File: src/rtl/morphle_pkg.sv
// Shared Morphle definitions: ycell configuration codes, loader FSM states
// and a bit-select helper used when serialising codes MSB first.
package morphle_pkg;

    localparam int CONF_BITS = 3;

    localparam logic [CONF_BITS-1:0] CODE_SPACE = 3'b000;
    localparam logic [CONF_BITS-1:0] CODE_PLUS  = 3'b001;
    localparam logic [CONF_BITS-1:0] CODE_MINUS = 3'b010;
    localparam logic [CONF_BITS-1:0] CODE_VBAR  = 3'b011;
    localparam logic [CONF_BITS-1:0] CODE_ONE   = 3'b100;
    localparam logic [CONF_BITS-1:0] CODE_ZERO  = 3'b101;
    localparam logic [CONF_BITS-1:0] CODE_Y     = 3'b110;
    localparam logic [CONF_BITS-1:0] CODE_N     = 3'b111;

    typedef enum logic [1:0] {
        ST_IDLE  = 2'd0,
        ST_SETUP = 2'd1,
        ST_HIGH  = 2'd2,
        ST_HOLD  = 2'd3
    } ld_state_e;

    function automatic logic code_bit(input logic [CONF_BITS-1:0] c, input logic [1:0] idx);
        case (idx)
            2'd0:    return c[0];
            2'd1:    return c[1];
            default: return c[2];
        endcase
    endfunction

endpackage

File: src/rtl/ycconfig_phase_timer.sv
// Phase down-counter: load sets the count, expired is high while it reads zero.
// A load of N keeps expired low for N cycles; no backpressure.
module ycconfig_phase_timer (
    input  logic       clk,
    input  logic       rst_n,
    input  logic       load,
    input  logic [7:0] load_val,
    output logic       expired
);

    logic [7:0] cnt;

    always_ff @(posedge clk or negedge rst_n) begin
        if (!rst_n) begin
            cnt <= 8'd0;
        end else if (load) begin
            cnt <= load_val;
        end else if (cnt != 8'd0) begin
            cnt <= cnt - 8'd1;
        end
    end

    assign expired = (cnt == 8'd0);

endmodule

File: src/rtl/ycconfig_loader.sv
// Serialises 3-bit ycell codes onto a ycconfig chain: 1 + 3*(2*DIV+1) cycles per code.
// code_ready only in IDLE; optional clear sequence under YCCONFIG_LOADER_CLEAR_EN.
module ycconfig_loader
    import morphle_pkg::*;
#(
    parameter int CHAIN_CELLS = 16,
    parameter int DIV         = 2
) (
    input  logic                             clk,
    input  logic                             rst_n,
    input  logic [CONF_BITS-1:0]             code,
    input  logic                             code_valid,
`ifdef YCCONFIG_LOADER_CLEAR_EN
    input  logic                             clear,
`endif
    output logic                             code_ready,
    output logic                             confclk,
    output logic                             cbitout,
    output logic                             busy,
    output logic                             done,
    output logic [$clog2(CHAIN_CELLS+1)-1:0] cell_cnt
);

    localparam int              CW       = $clog2(CHAIN_CELLS+1);
    localparam logic [CW-1:0]   LAST_CNT = CW'(CHAIN_CELLS - 1);
    localparam logic [7:0]      DIV_M1   = 8'(DIV - 1);
    localparam logic [1:0]      TOP_IDX  = 2'(CONF_BITS - 1);

    ld_state_e            state, state_nxt;
    logic [CONF_BITS-1:0] code_q;
    logic [1:0]           idx;
    logic                 expired;
    logic                 tmr_load;
    logic [7:0]           tmr_val;
    logic                 accept;
    logic                 last_bit;
    logic                 clr_start, clr_more, clr_last;

`ifdef YCCONFIG_LOADER_CLEAR_EN
    logic          clearing;
    logic [CW-1:0] clr_left;

    assign clr_start = (state == ST_IDLE) && clear;
    assign clr_more  = clearing && (clr_left != '0);
    assign clr_last  = clearing && (clr_left == '0);

    // clr_left counts the space codes still to go after the current one
    always_ff @(posedge clk or negedge rst_n) begin
        if (!rst_n) begin
            clearing <= 1'b0;
            clr_left <= '0;
        end else if (clr_start) begin
            clearing <= 1'b1;
            clr_left <= LAST_CNT;
        end else if (clearing && last_bit) begin
            if (clr_left != '0) begin
                clr_left <= clr_left - 1'b1;
            end else begin
                clearing <= 1'b0;
            end
        end
    end
`else
    assign clr_start = 1'b0;
    assign clr_more  = 1'b0;
    assign clr_last  = 1'b0;
`endif

    assign accept   = (state == ST_IDLE) && code_valid && !clr_start;
    assign last_bit = (state == ST_HOLD) && (idx == 2'd0);

    always_comb begin
        state_nxt = state;
        unique case (state)
            ST_IDLE:  if (clr_start || accept) state_nxt = ST_SETUP;
            ST_SETUP: if (expired) state_nxt = ST_HIGH;
            ST_HIGH:  if (expired) state_nxt = ST_HOLD;
            ST_HOLD:  state_nxt = (idx != 2'd0 || clr_more) ? ST_SETUP : ST_IDLE;
            default:  state_nxt = ST_IDLE;
        endcase
    end

    // Every state entry restarts the phase; HOLD is a single cycle
    assign tmr_load = (state_nxt != state);
    assign tmr_val  = (state_nxt == ST_HOLD) ? 8'd0 : DIV_M1;

    ycconfig_phase_timer u_timer (
        .clk      (clk),
        .rst_n    (rst_n),
        .load     (tmr_load),
        .load_val (tmr_val),
        .expired  (expired)
    );

    always_ff @(posedge clk or negedge rst_n) begin
        if (!rst_n) begin
            state   <= ST_IDLE;
            code_q  <= CODE_SPACE;
            idx     <= 2'd0;
            confclk <= 1'b0;
            cbitout <= 1'b0;
        end else begin
            state   <= state_nxt;
            confclk <= (state_nxt == ST_HIGH);
            if (clr_start) begin
                code_q  <= CODE_SPACE;
                idx     <= TOP_IDX;
                cbitout <= code_bit(CODE_SPACE, TOP_IDX);
            end else if (accept) begin
                code_q  <= code;
                idx     <= TOP_IDX;
                cbitout <= code_bit(code, TOP_IDX);
            end else if (state == ST_HOLD) begin
                if (idx != 2'd0) begin
                    idx     <= idx - 2'd1;
                    cbitout <= code_bit(code_q, idx - 2'd1);
                end else if (clr_more) begin
                    idx     <= TOP_IDX;
                    cbitout <= code_bit(code_q, TOP_IDX);
                end
            end
        end
    end

    // done is registered so it coincides with the wrapped cell_cnt
    always_ff @(posedge clk or negedge rst_n) begin
        if (!rst_n) begin
            cell_cnt <= '0;
            done     <= 1'b0;
        end else begin
            done <= 1'b0;
            if (last_bit && !clr_more) begin
                if (clr_last || cell_cnt == LAST_CNT) begin
                    cell_cnt <= '0;
                    done     <= 1'b1;
                end else begin
                    cell_cnt <= cell_cnt + 1'b1;
                end
            end
        end
    end

    assign code_ready = (state == ST_IDLE);
    assign busy       = (state != ST_IDLE);

endmodule

File: config.mk
export PLATFORM = sky130hd
export DESIGN_NAME = ycconfig_loader
export DESIGN_NICKNAME = d
export VERILOG_FILES = /design/src/rtl/morphle_pkg.sv /design/src/rtl/ycconfig_phase_timer.sv /design/src/rtl/ycconfig_loader.sv
export SDC_FILE = /design/constraint.sdc
export NUM_CORES = 1
export LEC_CHECK = 0
export BUFFER_PORTS_ARGS = -buffer_cell sky130_fd_sc_hd__clkbuf_2
export CAP_MARGIN = 20
export CORE_MARGIN = 5
export CORE_UTILIZATION = 40
export DETAILED_ROUTE_END_ITERATION = 16
export GPL_TIMING_DRIVEN = 0
export SLEW_MARGIN = 15
export SYNTH_ARGS = -nofsm -noshare
export SYNTH_HDL_FRONTEND = slang
export SYNTH_SLANG_ARGS = --single-unit
File: constraint.sdc
create_clock -name clk -period 2.4 [get_ports clk]
set_input_delay 0.36 -clock clk [delete_from_list [all_inputs] [get_ports clk]]
set_output_delay 0.36 -clock clk [all_outputs]
set_load 0.05 [all_outputs]
# Word-level counts from Yosys, hierarchy flattened
# Index checks and enable logic that the tools add are counted.
[totals]
ff_bits = 23
inputBits = 6
latch_bits = 0
word_cells = 50
rom_bits = 0
mem_bits_rw = 0
output_inout_bits = 10
memories = 0
[op_classes]
n_addsub = 3
shifts = 0
magnitude_cmp = 0
multipliers = 0
bitwise = 0
div_mod_pow = 0
reduce_logical = 13
muxes = 18
eq_ne = 8
[ops]
columns = ["operator", "count"]
rows = [
  ["$mux 8", 2],
  ["$mux 2", 6],
  ["$reduce_bool 2->1", 5],
  ["$eq 2x2->1 const B", 4],
  ["$logic_not 8->1", 1],
  ["$pmux 2 s4", 1],
  ["$reduce_bool 8->1", 1],
  ["$sub 8x1->8 const B", 1],
  ["$mux 1", 7],
  ["$logic_not 2->1", 3],
  ["$add 5x1->5 const B", 1],
  ["$eq 5x4->1 const B", 1],
  ["$mux 5", 1],
  ["$eq 2x1->1 const B", 2],
  ["$logic_and 1x1->1", 2],
  ["$ne 2x2->1", 1],
  ["$pmux 1 s2", 1],
  ["$reduce_and 2->1", 1],
  ["$sub 2x1->2 const B", 1],
]

# Longest topological paths before layout
[depth]
ltp_word = 7
depth_mapped = 6
ltp_nobuf = 6

# By module
# Synthesis repeated with hierarchy kept, for this count alone.
[unflattened]
hier_cells = 128
hier_area_um2 = 1249.9
[modules_own_cells]
columns = ["mod", "cells_per_inst", "area_per_inst_um2", "instances"]
rows = [
  ["ycconfig_loader", 74, 773.2, 1],
  ["ycconfig_phase_timer", 54, 476.7, 1],
]

# Worst setup path after synthesis
# No wires, ideal clock.
[synth_timing]
path_kind = "flip-flop to output port"
start = "register state[0]"
end = "output port busy"
slack_ns = 0.430
t_arrival_ns = 1.610
path_stages_with_launch = 3
cell_sequence = "dfrtp_1 > nor2_1 > inv_1"
[synth_between]
elab_chain_cells = 1
[synth_rtl]
columns = ["item", "line", "text"]
rows = [
  ["from (decl)", "ycconfig_loader.sv:29", "ld_state_e state, state_nxt;"],
  ["from (signal assigned)", "ycconfig_loader.sv:103", "state <= state_nxt;"],
  ["$reduce_bool 2->1", "ycconfig_loader.sv:144", "assign busy = (state != ST_IDLE);"],
  ["to (decl)", "ycconfig_loader.sv:19", "output logic busy,"],
]
# No other way between the ends.

# Final worst setup path
[layout_timing]
start = "register u_timer.cnt[0]"
end = "register u_timer.cnt[2]"
[layout_between]
elab_chain_cells = 5
[layout_rtl]
columns = ["item", "line", "text"]
rows = [
  ["from (decl)", "ycconfig_phase_timer.sv:11", "logic [7:0] cnt;"],
  ["from (signal assigned)", "ycconfig_phase_timer.sv:17", "cnt <= load_val;"],
  ["from (signal assigned)", "ycconfig_phase_timer.sv:19", "cnt <= cnt - 8'd1;"],
  ["$logic_not 8->1", "ycconfig_phase_timer.sv:23", "assign expired = (cnt == 8'd0);"],
  ["$mux 2, on equally long branches", "ycconfig_loader.sv:77, ycconfig_loader.sv:76", ""],
  ["$pmux 2 s4", "ycconfig_loader.sv:74", "unique case (state)"],
  ["$ne 2x2->1", "ycconfig_loader.sv:84", "assign tmr_load = (state_nxt != state);"],
  ["$mux 8 or $reduce_bool 2->1 (tied branches)", "n/a", ""],
]
# Parallel ways exist; a longest one is shown, timed or not. The select of a mux whose other input is x is not followed.
# A chain may end at the register's enable or synchronous reset.

==> impl_metrics.tcl <==
set metrics [dict create \
    worstPathCellList "inv_1 > ha_1 > nor3b_4 > nand2_1 > a21oi_1 > nor2_1" \
    synth_warnings 0 \
    insertion_delay_ns 0.30 \
    seqCellArea_sq_um 575.6 \
    ctsHoldBuffers 0 \
    grt_pass1_wl_um 3953 \
    placementRows 20 \
    fin_tns_setup_ns 0 \
    ys.flop_type "dfrtp_1" \
    crit_slowest_cell "a21oi_1" \
    drt-met1-wl_um 1031 \
    clock.fmax_mhz 517.0 \
    ys_seq_area_frac 0.4694 \
    path_buf_inv 1 \
    dp_hpwl_um 1607 \
    rrSetupSlack_ns 0.47 \
    rsz0062_at_grt "false" \
    finalHoldViolCount 0 \
    postLayoutCellArea_sq_mm 0.001369 \
    multi_input_area_sq_um 610.6 \
    peakVddDrop_uv 452.2 \
    drive_gt1_frac 0.2174 \
    clockBufferDepth 2 \
    cts_tree "yes" \
    clockRootBuffer "clkbuf_4" \
    gp_congestion 0.8112 \
    cts.sinks 23 \
    synth_edf_count 0 \
    slowest_delay_ns 0.44 \
    clkTransAtPathRegs_ns 0.12 \
    leakage_uw 0.0006342 \
    wl_per_cell_um 12.53 \
    drc 0 \
    synth_cells 119 \
    timing.rr.end "u_timer.cnt[2]$_DFFE_PN0P_" \
    drv_cap 0 \
    synth_top_area_share 0.4694 \
    ys_ff_latch 23 \
    io_pins 16 \
    synthTopCellsByArea "dfrtp_1 (47%), ha_1 (6.1%), a2111oi_4 (4.5%)" \
    r2r_start "u_timer.cnt[0]$_DFFE_PN0P_" \
    crit_family "simple AND/OR/NAND/NOR gates" \
    met3WireLength_um 39 \
    drtPass1Iterations 4 \
    area_growth_pct 11.63 \
    tightest_slew_ns 0.8102 \
    synth_top_cell_by_area "dfrtp_1" \
    synth.distinct_cells 35 \
    design.die.area_sq_mm 0.004273 \
    worstSetupEndpointType "flip-flop" \
    hold_path_class "in -> async" \
    cts.htree.levels 1 \
    ant_nets 0 \
    grt_max_degree 24 \
    finalWirelength_um 2143 \
    drtIter0Drc 51 \
    nets 151 \
    rr_worst_depth 6 \
    cts_resized 0 \
    fill_cells 314 \
    cts_buffers 3 \
    slew_violations 0 \
    cp_max_fo 6 \
    cts_setup_buffers 0 \
    fin_crit_ns 1.934 \
    n_antenna_cell 0 \
    coreArea_sq_mm 0.003003 \
    top_layer "met4" \
    post_synth_instance_area_sq_mm 0.001226 \
    port_buffers 15 \
    syn_area_per_cell_sq_um 10.30 \
    startpoint "u_timer.cnt[0]$_DFFE_PN0P_" \
    relSlewSlack 0.4557 \
    cp.arrival_ns 2.12 \
    power_density_mw_per_mm2 1212 \
    antenna_found_initial 0 \
    async_flop_share 1.000 \
    route.met2.wl_um 1047 \
    critPathKind "reg -> reg" \
    viasPerCell 5.345 \
    via_count 914 \
    start_util 0.4083 \
    setup_violations 0 \
    finalPower_uw 1658 \
    grt_overflow 0 \
    grt_pass1_vias 929 \
    grtUsageTotal 0.1188 \
    start_kind "flip-flop" \
    status "complete, no violations" \
    fin_crit_sh 0.8059 \
    skew_ns 0.002216 \
    syn_nets 131 \
    die_h_um 65.37 \
    die_x_um 65.37 \
    crit_required_ns 2.59 \
    placedInstanceArea_sq_mm 0.001343 \
]
[cell families after synthesis]
family	after synthesis	synth area share
AOI/OAI and AO/OA	32	0.1969
xor gates and xnor gates	3	0.02143
adders and majority gates	6	0.06122
buffers and inverters	10	0.03265
DFF	23	0.4694
muxes	4	0.03571
and+or+nand+nor	41	0.1827
[synthesized netlist by cell type, types with 3 or more instances]
| cell | number |
|---|---|
| mux2_2 | 3 |
| nand3_1 | 3 |
| nor2_1 | 9 |
| a21oi_1 | 9 |
| o21ai_0 | 8 |
| nor3_1 | 5 |
| dfrtp_1 | 23 |
| inv_1 | 8 |
| ha_1 | 6 |
| nand2_1 | 10 |
| xnor2_1 | 3 |
[per-stage QoR]
| stage | worst slack [ns] | hold WS, ns | utilization | instances |
|---|---|---|---|---|
| after floorplan | 0.4304 | 0.06441 | - | 119 |
| after global placement | 0.4628 | 0.3812 | 0.4471 | 167 |
| after detailed placement | 0.4512 | 0.3849 | 0.4471 | 167 |
| after CTS | 0.4314 | 0.04001 | 0.4558 | 171 |
| after global routing | 0.2307 | 0.06055 | 0.4558 | 171 |
| final | 0.4658 | 0.03091 | 0.4558 | 171 |
[per-layer routing]
layer | GRT usage | vias up
met5 | 0 | -
met4 | 0.04663 | 0
met3 | 0.02564 | 4
met2 | 0.1960 | 7
met1 | 0.1510 | 441
li1 | - | 462
[flip-flops by register name, summed over array words and instances (netlist names)]
name	cells
idx	2
done	1
state	2
cell_cnt	5
u_timer.cnt	8
cbitout	1
code_q	3
confclk	1
[area by class of cell]
cell class,count,share of cell area
Buffer,2,0.007313
Sequential cell,23,0.4205
Multi-Input combinational cell,86,0.4461
Inverter,8,0.02194
Tap cell,33,0.03016
Timing Repair Buffer,15,0.05484
Clock buffer,4,0.01920
[how the worst max path moves through the flow]
stage	to	cells past startpoint
2_1_floorplan	busy	2
3_3_place_gp	u_timer.cnt[6]$_DFFE_PN0P_	6
3_5_place_dp	u_timer.cnt[2]$_DFFE_PN0P_	6
4_1_cts	u_timer.cnt[2]$_DFFE_PN0P_	6
5_1_grt	u_timer.cnt[5]$_DFFE_PN0P_	6
6_report	u_timer.cnt[2]$_DFFE_PN0P_	6
[where the power goes]
group / leakage, uW / switching, uW / internal [uW]
Combinational: 0.000325 / 512 / 330
Sequential: 0.000294 / 123 / 519
Clock: 0.0000150 / 109 / 64.8
[layout by cell type, fill, tap and decap left out, drive strengths merged]
cell type / Yosys / layout
nand2b: 2 / 2
nor3b: 1 / 1
inv: 8 / 8
a2111oi: 2 / 2
a31oi: 1 / 1
o21ai: 8 / 8
a21o: 2 / 2
o21a: 1 / 1
and2: 1 / 1
or3: 4 / 4
a211oi: 2 / 2
clkbuf: 0 / 19
a211o: 2 / 2
nand4: 1 / 1
and3: 1 / 1
mux2: 3 / 3
nand2: 10 / 10
ha: 6 / 6
nand3b: 1 / 1
nor3: 5 / 5
o31ai: 1 / 1
o22ai: 1 / 1
buf: 2 / 2
xnor2: 3 / 3
a22oi: 1 / 1
a21oi: 9 / 9
nor2: 9 / 9
mux2i: 1 / 1
nor4: 1 / 1
dfrtp: 23 / 23
nor2b: 2 / 2
o221ai: 2 / 2
nand3: 3 / 3
(Power assumes the default switching activity.)
